[src/rtl/lcd_ctrl.sv]
// -----------------------------------------------------------------------------
// lcd_ctrl
// HD44780-style character-LCD write sequencer. Sits behind the LSU LCD output
// register: every flip of the TOG bit is a new write request, which is either
// started immediately or parked in a one-deep pending slot. The block then
// drives RS/DATA with setup, EN pulse, hold and execution-wait timing.
//
// Optional feature (compile-time macro LCD_INIT_SEQ_EN): after reset, wait
// POWERUP_CYC cycles and issue the init sequence 0x38, 0x0C, 0x01, 0x06.
//
// Ports:
//   i_clk        - clock
//   i_reset      - synchronous, active-high reset
//   i_io_lcd     - LCD register: [31]=ON, [30]=TOG, [10]=RS, [7:0]=DATA
//   o_lcd_on     - registered copy of ON
//   o_lcd_en     - EN strobe (high only in PULSE)
//   o_lcd_rs     - register select (0 = command, 1 = data)
//   o_lcd_rw     - always 0 (write-only)
//   o_lcd_data   - LCD data bus
//   o_lcd_status - {30'b0, overrun, busy}
//
// Handshake: there is no valid/ready pair. A request is valid in any cycle
// where i_io_lcd[30] differs from the last sampled TOG; it is always accepted
// (started, parked in pending, or overwriting pending with overrun set).
// -----------------------------------------------------------------------------
module lcd_ctrl #(
   parameter int SETUP_CYC      = 2,
   parameter int EN_HIGH_CYC    = 25,
   parameter int HOLD_CYC       = 2,
   parameter int EXEC_CYC       = 2000,
   parameter int CLEAR_EXEC_CYC = 82000,
   parameter int POWERUP_CYC    = 750000
) (
   input  logic        i_clk,
   input  logic        i_reset,
   input  logic [31:0] i_io_lcd,
   output logic        o_lcd_on,
   output logic        o_lcd_en,
   output logic        o_lcd_rs,
   output logic        o_lcd_rw,
   output logic [7:0]  o_lcd_data,
   output logic [31:0] o_lcd_status
);

   function automatic int max2(input int a, input int b);
      return (a > b) ? a : b;
   endfunction

   localparam int MAX_CYC = max2(max2(max2(SETUP_CYC, EN_HIGH_CYC), max2(HOLD_CYC, EXEC_CYC)),
                                 max2(CLEAR_EXEC_CYC, POWERUP_CYC));
   localparam int CW = $clog2(MAX_CYC + 1);

   typedef enum logic [2:0] {
      S_IDLE     = 3'd0,
      S_SETUP    = 3'd1,
      S_PULSE    = 3'd2,
      S_HOLD     = 3'd3,
      S_WAIT     = 3'd4,
      S_INIT_PWR = 3'd5
   } state_t;

   state_t          state_q, state_d;
   logic [CW-1:0]   cnt_q, cnt_d;
   logic            tog_q;
   logic            rs_q, rs_d;
   logic [7:0]      data_q, data_d;
   logic            pend_valid_q, pend_valid_d;
   logic [8:0]      pend_cmd_q, pend_cmd_d;
   logic            overrun_q, overrun_d;
   logic            en_q;
   logic            on_q;

   logic            req;
   logic [8:0]      req_cmd;
   logic            is_long;
   logic            launch;
   logic [8:0]      launch_cmd;
   logic            wait_done;
   logic            init_more;
   logic            busy;
   logic            unused_bits;

`ifdef LCD_INIT_SEQ_EN
   logic            init_run_q, init_run_d;
   logic [1:0]      init_idx_q, init_idx_d;

   function automatic logic [7:0] init_cmd(input logic [1:0] idx);
      case (idx)
         2'd0:    return 8'h38;
         2'd1:    return 8'h0C;
         2'd2:    return 8'h01;
         default: return 8'h06;
      endcase
   endfunction
`endif

   assign req         = i_io_lcd[30] ^ tog_q;
   assign req_cmd     = {i_io_lcd[10], i_io_lcd[7:0]};
   assign unused_bits = ^{i_io_lcd[29:11], i_io_lcd[9:8]};
   // Clear and Home need the long execution wait.
   assign is_long     = !rs_q && (data_q == 8'h01 || data_q == 8'h02 || data_q == 8'h03);
   assign busy        = (state_q != S_IDLE) || pend_valid_q;

   always_comb begin
      state_d      = state_q;
      cnt_d        = cnt_q;
      rs_d         = rs_q;
      data_d       = data_q;
      pend_valid_d = pend_valid_q;
      pend_cmd_d   = pend_cmd_q;
      overrun_d    = overrun_q;
      launch       = 1'b0;
      launch_cmd   = '0;
      wait_done    = 1'b0;
      init_more    = 1'b0;
`ifdef LCD_INIT_SEQ_EN
      init_run_d   = init_run_q;
      init_idx_d   = init_idx_q;
`endif

      case (state_q)
         S_IDLE: begin
            if (req) begin
               launch     = 1'b1;
               launch_cmd = req_cmd;
            end
         end
         S_SETUP: begin
            if (cnt_q == '0) begin
               state_d = S_PULSE;
               cnt_d   = CW'(EN_HIGH_CYC - 1);
            end else begin
               cnt_d = cnt_q - CW'(1);
            end
         end
         S_PULSE: begin
            if (cnt_q == '0) begin
               state_d = S_HOLD;
               cnt_d   = CW'(HOLD_CYC - 1);
            end else begin
               cnt_d = cnt_q - CW'(1);
            end
         end
         S_HOLD: begin
            if (cnt_q == '0) begin
               state_d = S_WAIT;
               cnt_d   = is_long ? CW'(CLEAR_EXEC_CYC - 1) : CW'(EXEC_CYC - 1);
            end else begin
               cnt_d = cnt_q - CW'(1);
            end
         end
         S_WAIT: begin
            if (cnt_q == '0) begin
               wait_done = 1'b1;
            end else begin
               cnt_d = cnt_q - CW'(1);
            end
         end
         S_INIT_PWR: begin
`ifdef LCD_INIT_SEQ_EN
            if (cnt_q == '0) begin
               launch     = 1'b1;
               launch_cmd = {1'b0, init_cmd(2'd0)};
            end else begin
               cnt_d = cnt_q - CW'(1);
            end
`else
            state_d = S_IDLE;
`endif
         end
         default: state_d = S_IDLE;
      endcase

      if (wait_done) begin
`ifdef LCD_INIT_SEQ_EN
         // The init sequence has priority over software requests.
         if (init_run_q && init_idx_q != 2'd3) begin
            init_more  = 1'b1;
            init_idx_d = init_idx_q + 2'd1;
            launch     = 1'b1;
            launch_cmd = {1'b0, init_cmd(init_idx_q + 2'd1)};
         end else begin
            init_run_d = 1'b0;
         end
`endif
         if (!init_more) begin
            if (pend_valid_q) begin
               // Launch the parked command; a simultaneous request takes its
               // place without counting as an overrun.
               launch       = 1'b1;
               launch_cmd   = pend_cmd_q;
               pend_valid_d = req;
               if (req) pend_cmd_d = req_cmd;
            end else if (req) begin
               launch     = 1'b1;
               launch_cmd = req_cmd;
            end else begin
               state_d = S_IDLE;
            end
         end
      end

      // Requests while a command is in flight are parked (newest wins).
      if (req && state_q != S_IDLE && !(wait_done && !init_more)) begin
         pend_valid_d = 1'b1;
         pend_cmd_d   = req_cmd;
         if (pend_valid_q) overrun_d = 1'b1;
      end

      if (launch) begin
         state_d = S_SETUP;
         cnt_d   = CW'(SETUP_CYC - 1);
         rs_d    = launch_cmd[8];
         data_d  = launch_cmd[7:0];
      end
   end

   always_ff @(posedge i_clk) begin
      if (i_reset) begin
`ifdef LCD_INIT_SEQ_EN
         state_q    <= S_INIT_PWR;
         cnt_q      <= CW'(POWERUP_CYC - 1);
         init_run_q <= 1'b1;
         init_idx_q <= 2'd0;
`else
         state_q    <= S_IDLE;
         cnt_q      <= '0;
`endif
         tog_q        <= 1'b0;
         rs_q         <= 1'b0;
         data_q       <= 8'h00;
         pend_valid_q <= 1'b0;
         pend_cmd_q   <= '0;
         overrun_q    <= 1'b0;
         en_q         <= 1'b0;
         on_q         <= 1'b0;
      end else begin
`ifdef LCD_INIT_SEQ_EN
         init_run_q <= init_run_d;
         init_idx_q <= init_idx_d;
`endif
         state_q      <= state_d;
         cnt_q        <= cnt_d;
         tog_q        <= i_io_lcd[30];
         rs_q         <= rs_d;
         data_q       <= data_d;
         pend_valid_q <= pend_valid_d;
         pend_cmd_q   <= pend_cmd_d;
         overrun_q    <= overrun_d;
         en_q         <= (state_d == S_PULSE);
         on_q         <= i_io_lcd[31];
      end
   end

   assign o_lcd_on     = on_q;
   assign o_lcd_en     = en_q;
   assign o_lcd_rs     = rs_q;
   assign o_lcd_rw     = 1'b0;
   assign o_lcd_data   = data_q;
   assign o_lcd_status = {30'b0, overrun_q, busy};

endmodule
[config.mk]
export PLATFORM = sky130hd
export DESIGN_NAME = lcd_ctrl
export DESIGN_NICKNAME = d
export VERILOG_FILES = /design/src/rtl/lcd_ctrl.sv
export SDC_FILE = /design/constraint.sdc
export NUM_CORES = 1
export LEC_CHECK = 0
export CAP_MARGIN = 30
export CORE_MARGIN = 2
export CORE_UTILIZATION = 44
export DETAILED_ROUTE_END_ITERATION = 6
export PLACE_DENSITY = 0.81
export REMOVE_ABC_BUFFERS = 1
export SLEW_MARGIN = 40
export SYNTH_ARGS = -nofsm -noshare
export SYNTH_HDL_FRONTEND = slang
export SYNTH_SLANG_ARGS = --single-unit
[constraint.sdc]
create_clock -name i_clk -period 2.49 [get_ports i_clk]
set_input_delay 0.498 -clock i_clk [delete_from_list [all_inputs] [get_ports i_clk]]
set_output_delay 0.498 -clock i_clk [all_outputs]
set_load 0.01 [all_outputs]
== Word-level counts from Yosys, hierarchy flattened ==
Cells that the tools add are included.
Widths: inputs -> output; s select.
Storage, ports and cells
  register bits after elaboration: 46
  bits of input ports: 34
  output and inout port bits: 44
Cells by class
  add/subtract/negate cells: 1
  eq/ne operators: 10
  muxes and demuxes: 34
  bitwise gates (word level): 1
  reductions and logical operators: 22
Operators with widths (number)
  $mux 9: 9
  $mux 20: 4
  $pmux 20 s4: 1
  $mux 3: 7
  $logic_not 20->1: 1
  $sub 20x1->20 const B: 1
  $mux 17: 1
  $eq 8x2->1 const B: 2
  $pmux 3 s4: 1
  $mux 1: 11
  $eq 3x2->1 const B: 3
  $eq 8x1->1 const B: 1
  $reduce_and 2->1: 3
  $reduce_bool 2->1: 3
  $reduce_bool 5->1: 1
  $reduce_bool 4->1: 1
  $reduce_or 2->1: 2
  $eq 3x1->1 const B: 1
  $eq 3x3->1 const B: 1
  $logic_and 1x1->1: 3
  $logic_not 3->1: 1
  $logic_or 1x1->1: 3
  $ne 3x3->1 const B: 1
  $reduce_and 3->1: 1
  4 further kinds: 5

== Depth between registers and ports, before layout ==
  depth after elaboration: 8
  gate-level depth with buffers: 11

== Worst setup path before layout ==
No wires, ideal clock.
  path kind: flip-flop to flip-flop
  start: register cnt_q[0]
  end: register cnt_q[16]
  library setup time: 0.114 ns
  arrival: 2.559 ns
  path slack: -0.183 ns
  cell stages (with the launch flop): 11
  path buffers: 2
  cells stage by stage: dfxtp_1 inv_1 ha_1 or3b_2 clkbuf_1 or4_4 buf_6 o311a_1 a211oi_2 nor3_1 a21o_1
Between the ends
  cells in the longest elaborated chain, start to end: 5
  elaborated cells between the ends (all ways): 13
RTL lines
  from (decl): RTL line 63  | logic [CW-1:0] cnt_q, cnt_d;
  from (signal assigned): RTL line 243  | cnt_q <= cnt_d;
  parallel branches: the longest is 5 deep, another holds $sub 20x1->20
Several ways; the timed one is not identified. The select of a mux whose other input is x is not followed.
A chain may end at the register's enable or synchronous reset.

== Final worst setup path ==
  start: register cnt_q[4]
  end: register cnt_q[16]
Same word-level chain as after synthesis.

==> flow_metrics.py <==
metrics = {
    "floorplanning": {
        "die-area_mm2": 0.00708,
        "core_mm2": 0.00628,
        "die_y_um": 84.1,
        "num_io_pins": 78,
        "start_util": 0.450,
        "num_rows": 29,
        "die_w_um": 84.1,
    },
    "logic_synthesis": {
        "yosysSeqAreaShare": 0.326,
        "ys.flop_type": "dfxtp_1",
        "synth_common_cells": "nor2_1, dfxtp_1, buf_4",
        "synth_area_mm2": 0.00283,
        "synth.distinct_cells": 63,
        "synth.most_common_cell": "nor2_1",
        "yosysWarningCount": 0,
        "synth_area_leaders": "dfxtp_1, buf_4, nor2_1",
        "syn_inst": 353,
        "ys_ff_latch": 46,
        "synth_top_area_frac": 0.326,
        "async_flop_share": 0,
        "synth_top_cell_by_area": "dfxtp_1",
        "synth_edf_count": 0,
        "synth.avg_cell_area_um2": 8.00,
    },
    "grt": {
        "grt_pass1_wl_um": 11900,
        "grt_start_max_net_pins": 25,
        "grt_pass1_vias": 2651,
        "overflow": 0,
        "grt_usage": 0.204,
        "antenna_found_initial": 0,
    },
    "clock_network": {
        "cts_tree": "yes",
        "numCtsBuffers": 5,
        "cts-root-buf": "clkbuf_8",
        "path_clk_slew_ps": 90,
        "cts_max_path_buffers": 2,
        "cts.htree.levels": 2,
        "cts_sinks": 46,
        "clk_latency_ps": 310,
        "hold_buffers": 0,
    },
    "placement": {
        "place_ws_ps": -57.1,
        "dpl.hpwl_um": 5390,
        "routabilityCongestion": 0.906,
        "numPortBuffers": 25,
        "placed_area_mm2": 0.00323,
        "dp.cells": 470,
    },
    "route": {
        "post_drt_wl_per_cell_um": 15.6,
        "avgViaCountPerCell": 5.94,
        "drt_iter0_drc": 341,
        "antenna_left": 0,
        "dr.pass1.iters": 5,
        "drt-total-wl_um": 7520,
        "route.detailed.drc": 0,
        "vias": 2863,
    },
    "power": {
        "power_mw": 5.75,
        "leakagePower_nw": 1.42,
        "ir_worst_vdd_mv": 0.848,
        "power-per-cell-area_mw_per_mm2": 1690,
    },
    "critical_path": {
        "critPathArrivalTime_ps": 2620,
        "critPathMaxFanout": 5,
        "cp.required_ps": 2700,
        "path_cells": "or4_1 > or4_4 > o311a_1 > a211oi_4 > nor3_1 > a21o_1",
        "crit_family": "simple AND/OR/NAND/NOR gates",
        "path_class": "register to register",
        "endpoint_kind": "register",
        "critPathSlowestCell": "or4_1",
        "cp-start-kind": "register",
        "crit_path_max_incr_delay_ps": 570,
        "worst-path-buf-inv": 0,
    },
    "sta": {
        "slew_viol_final": 0,
        "setup_viol": 0,
        "tightest_slew_ps": 555,
        "rsz0062_at_grt": "false",
        "setup_ws_ps": 77.7,
        "fin_crit_ps": 2410,
        "clock.fmax_mhz": 415,
        "slew_headroom": 0.629,
        "hold_viol": 0,
        "fin_worst_skew_ps": 8.27,
        "period_share": 0.969,
    },
    "finish": {
        "postLayoutCoreUtil": 0.543,
        "multi_input_area_mm2": 0.00170,
        "diodes": 0,
        "stdcell_area_mm2": 0.00341,
        "seq_area_um2": 925,
        "num-nets-final": 439,
        "nFillCells": 618,
        "drive_above_1_share": 0.175,
        "areaGrowthSynthToFinish_pct": 20.5,
        "fin_cells": 482,
    },
    "job": {
        "cap_viol_max_count": 0,
    },
    "outcome": {
        "outcome": "completed",
    },
    "min_path": {
        "hold_path.class": "register to register",
    },
}
## metrics by stage
step	hold slack [ps]	TNS, ps
6_report	486	0
5_1_grt	512	0
4_1_cts	488	-59.0
3_5_place_dp	475	-221
3_3_place_gp	458	0
2_1_floorplan	440	-2920
## final cells by class
cell class	count	share of cell area
clock buffer	5	0.0202
inverter	8	0.00882
tap	77	0.0283
timing repair buffer	66	0.167
sequential	46	0.271
clock inverter	3	0.00625
multi-input combinational	277	0.498
## tightest hold or removal path, cell delays in order, from the launching register on
cell,delay [ps]
dfxtp_1,330
o31ai_1,60
a21oi_1,60
## flip-flops by register name, summed over array words and instances (netlist names)
| register | cells |
|---|---|
| cnt_q | 20 |
| pend_cmd_q | 9 |
| o_lcd_data | 8 |
| state_q | 3 |
| o_lcd_en | 1 |
| o_lcd_on | 1 |
| o_lcd_rs | 1 |
| overrun_q | 1 |
| pend_valid_q | 1 |
| tog_q | 1 |
## layout by cell type (no fill, tap or decap), types with 3 or more instances in the layout
cell             instances
o221ai_1                 3
o21ai_0                 14
o22ai_1                  3
nor2_1                  48
nor3_1                   8
xnor2_1                  3
a31oi_1                  4
a211oi_1                 3
clkdlybuf4s50_1         25
o31ai_1                  6
buf_6                    3
or3_1                    3
a21o_1                   4
o311ai_0                 3
nand3_1                  8
nor4_1                   6
a22oi_1                  7
inv_1                    7
nand2_1                 26
a21oi_1                 24
xor2_1                   6
mux2i_1                 11
conb_1                  31
dfxtp_1                 43
buf_4                   38
o211ai_1                 3
clkbuf_8                 5
dfxtp_2                  3
or4_1                    7
## logic make-up (layout without fill, tap and decap cells)
| group | Yosys count | after routing | share of synthesized area |
|---|---|---|---|
| other cells | 1 | 31 | 0.00133 |
| mux | 11 | 11 | 0.0390 |
| xor+xnor | 9 | 9 | 0.0279 |
| compound gates | 100 | 100 | 0.246 |
| buf+inv | 60 | 82 | 0.129 |
| simple gates | 125 | 125 | 0.226 |
| fa+ha+maj | 1 | 1 | 0.00443 |
| flops | 46 | 46 | 0.326 |
## final timing paths
path                                start        end  slack (ps)  depth (start not counted)
worst max-delay path             cnt_q[4]  cnt_q[16]          80                          6
worst min-delay path            cnt_q[15]  cnt_q[15]         490                          2
worst min register to register  cnt_q[15]  cnt_q[15]         490                          2
worst max register to register   cnt_q[4]  cnt_q[16]          80                          6
## metal layers
metal,vias up,part of all wire,global-route usage
met1,1376,0.42,0.253
met2,142,0.49,0.356
met5,-,0,0
li1,1330,-,-
met4,0,0.015,0.0660
met3,15,0.074,0.0374
## timing repair
item | in CTS | in global routing
buffers inserted | 1 | 2
endpoints found under the setup margin | 9 | 40
gates cloned | 0 | 1
hold endpoints to repair | 0 | 0
pin swaps | 2 | 4
gates resized for setup | 4 | 16
## power breakdown
part | switching [mW] | total (mW) | internal, mW
Clock | 0.272 | 0.470 | 0.197
Combinational | 2.32 | 4.11 | 1.79
Sequential | 0.213 | 1.17 | 0.955
Note: power is estimated with default switching activity, not from simulation.
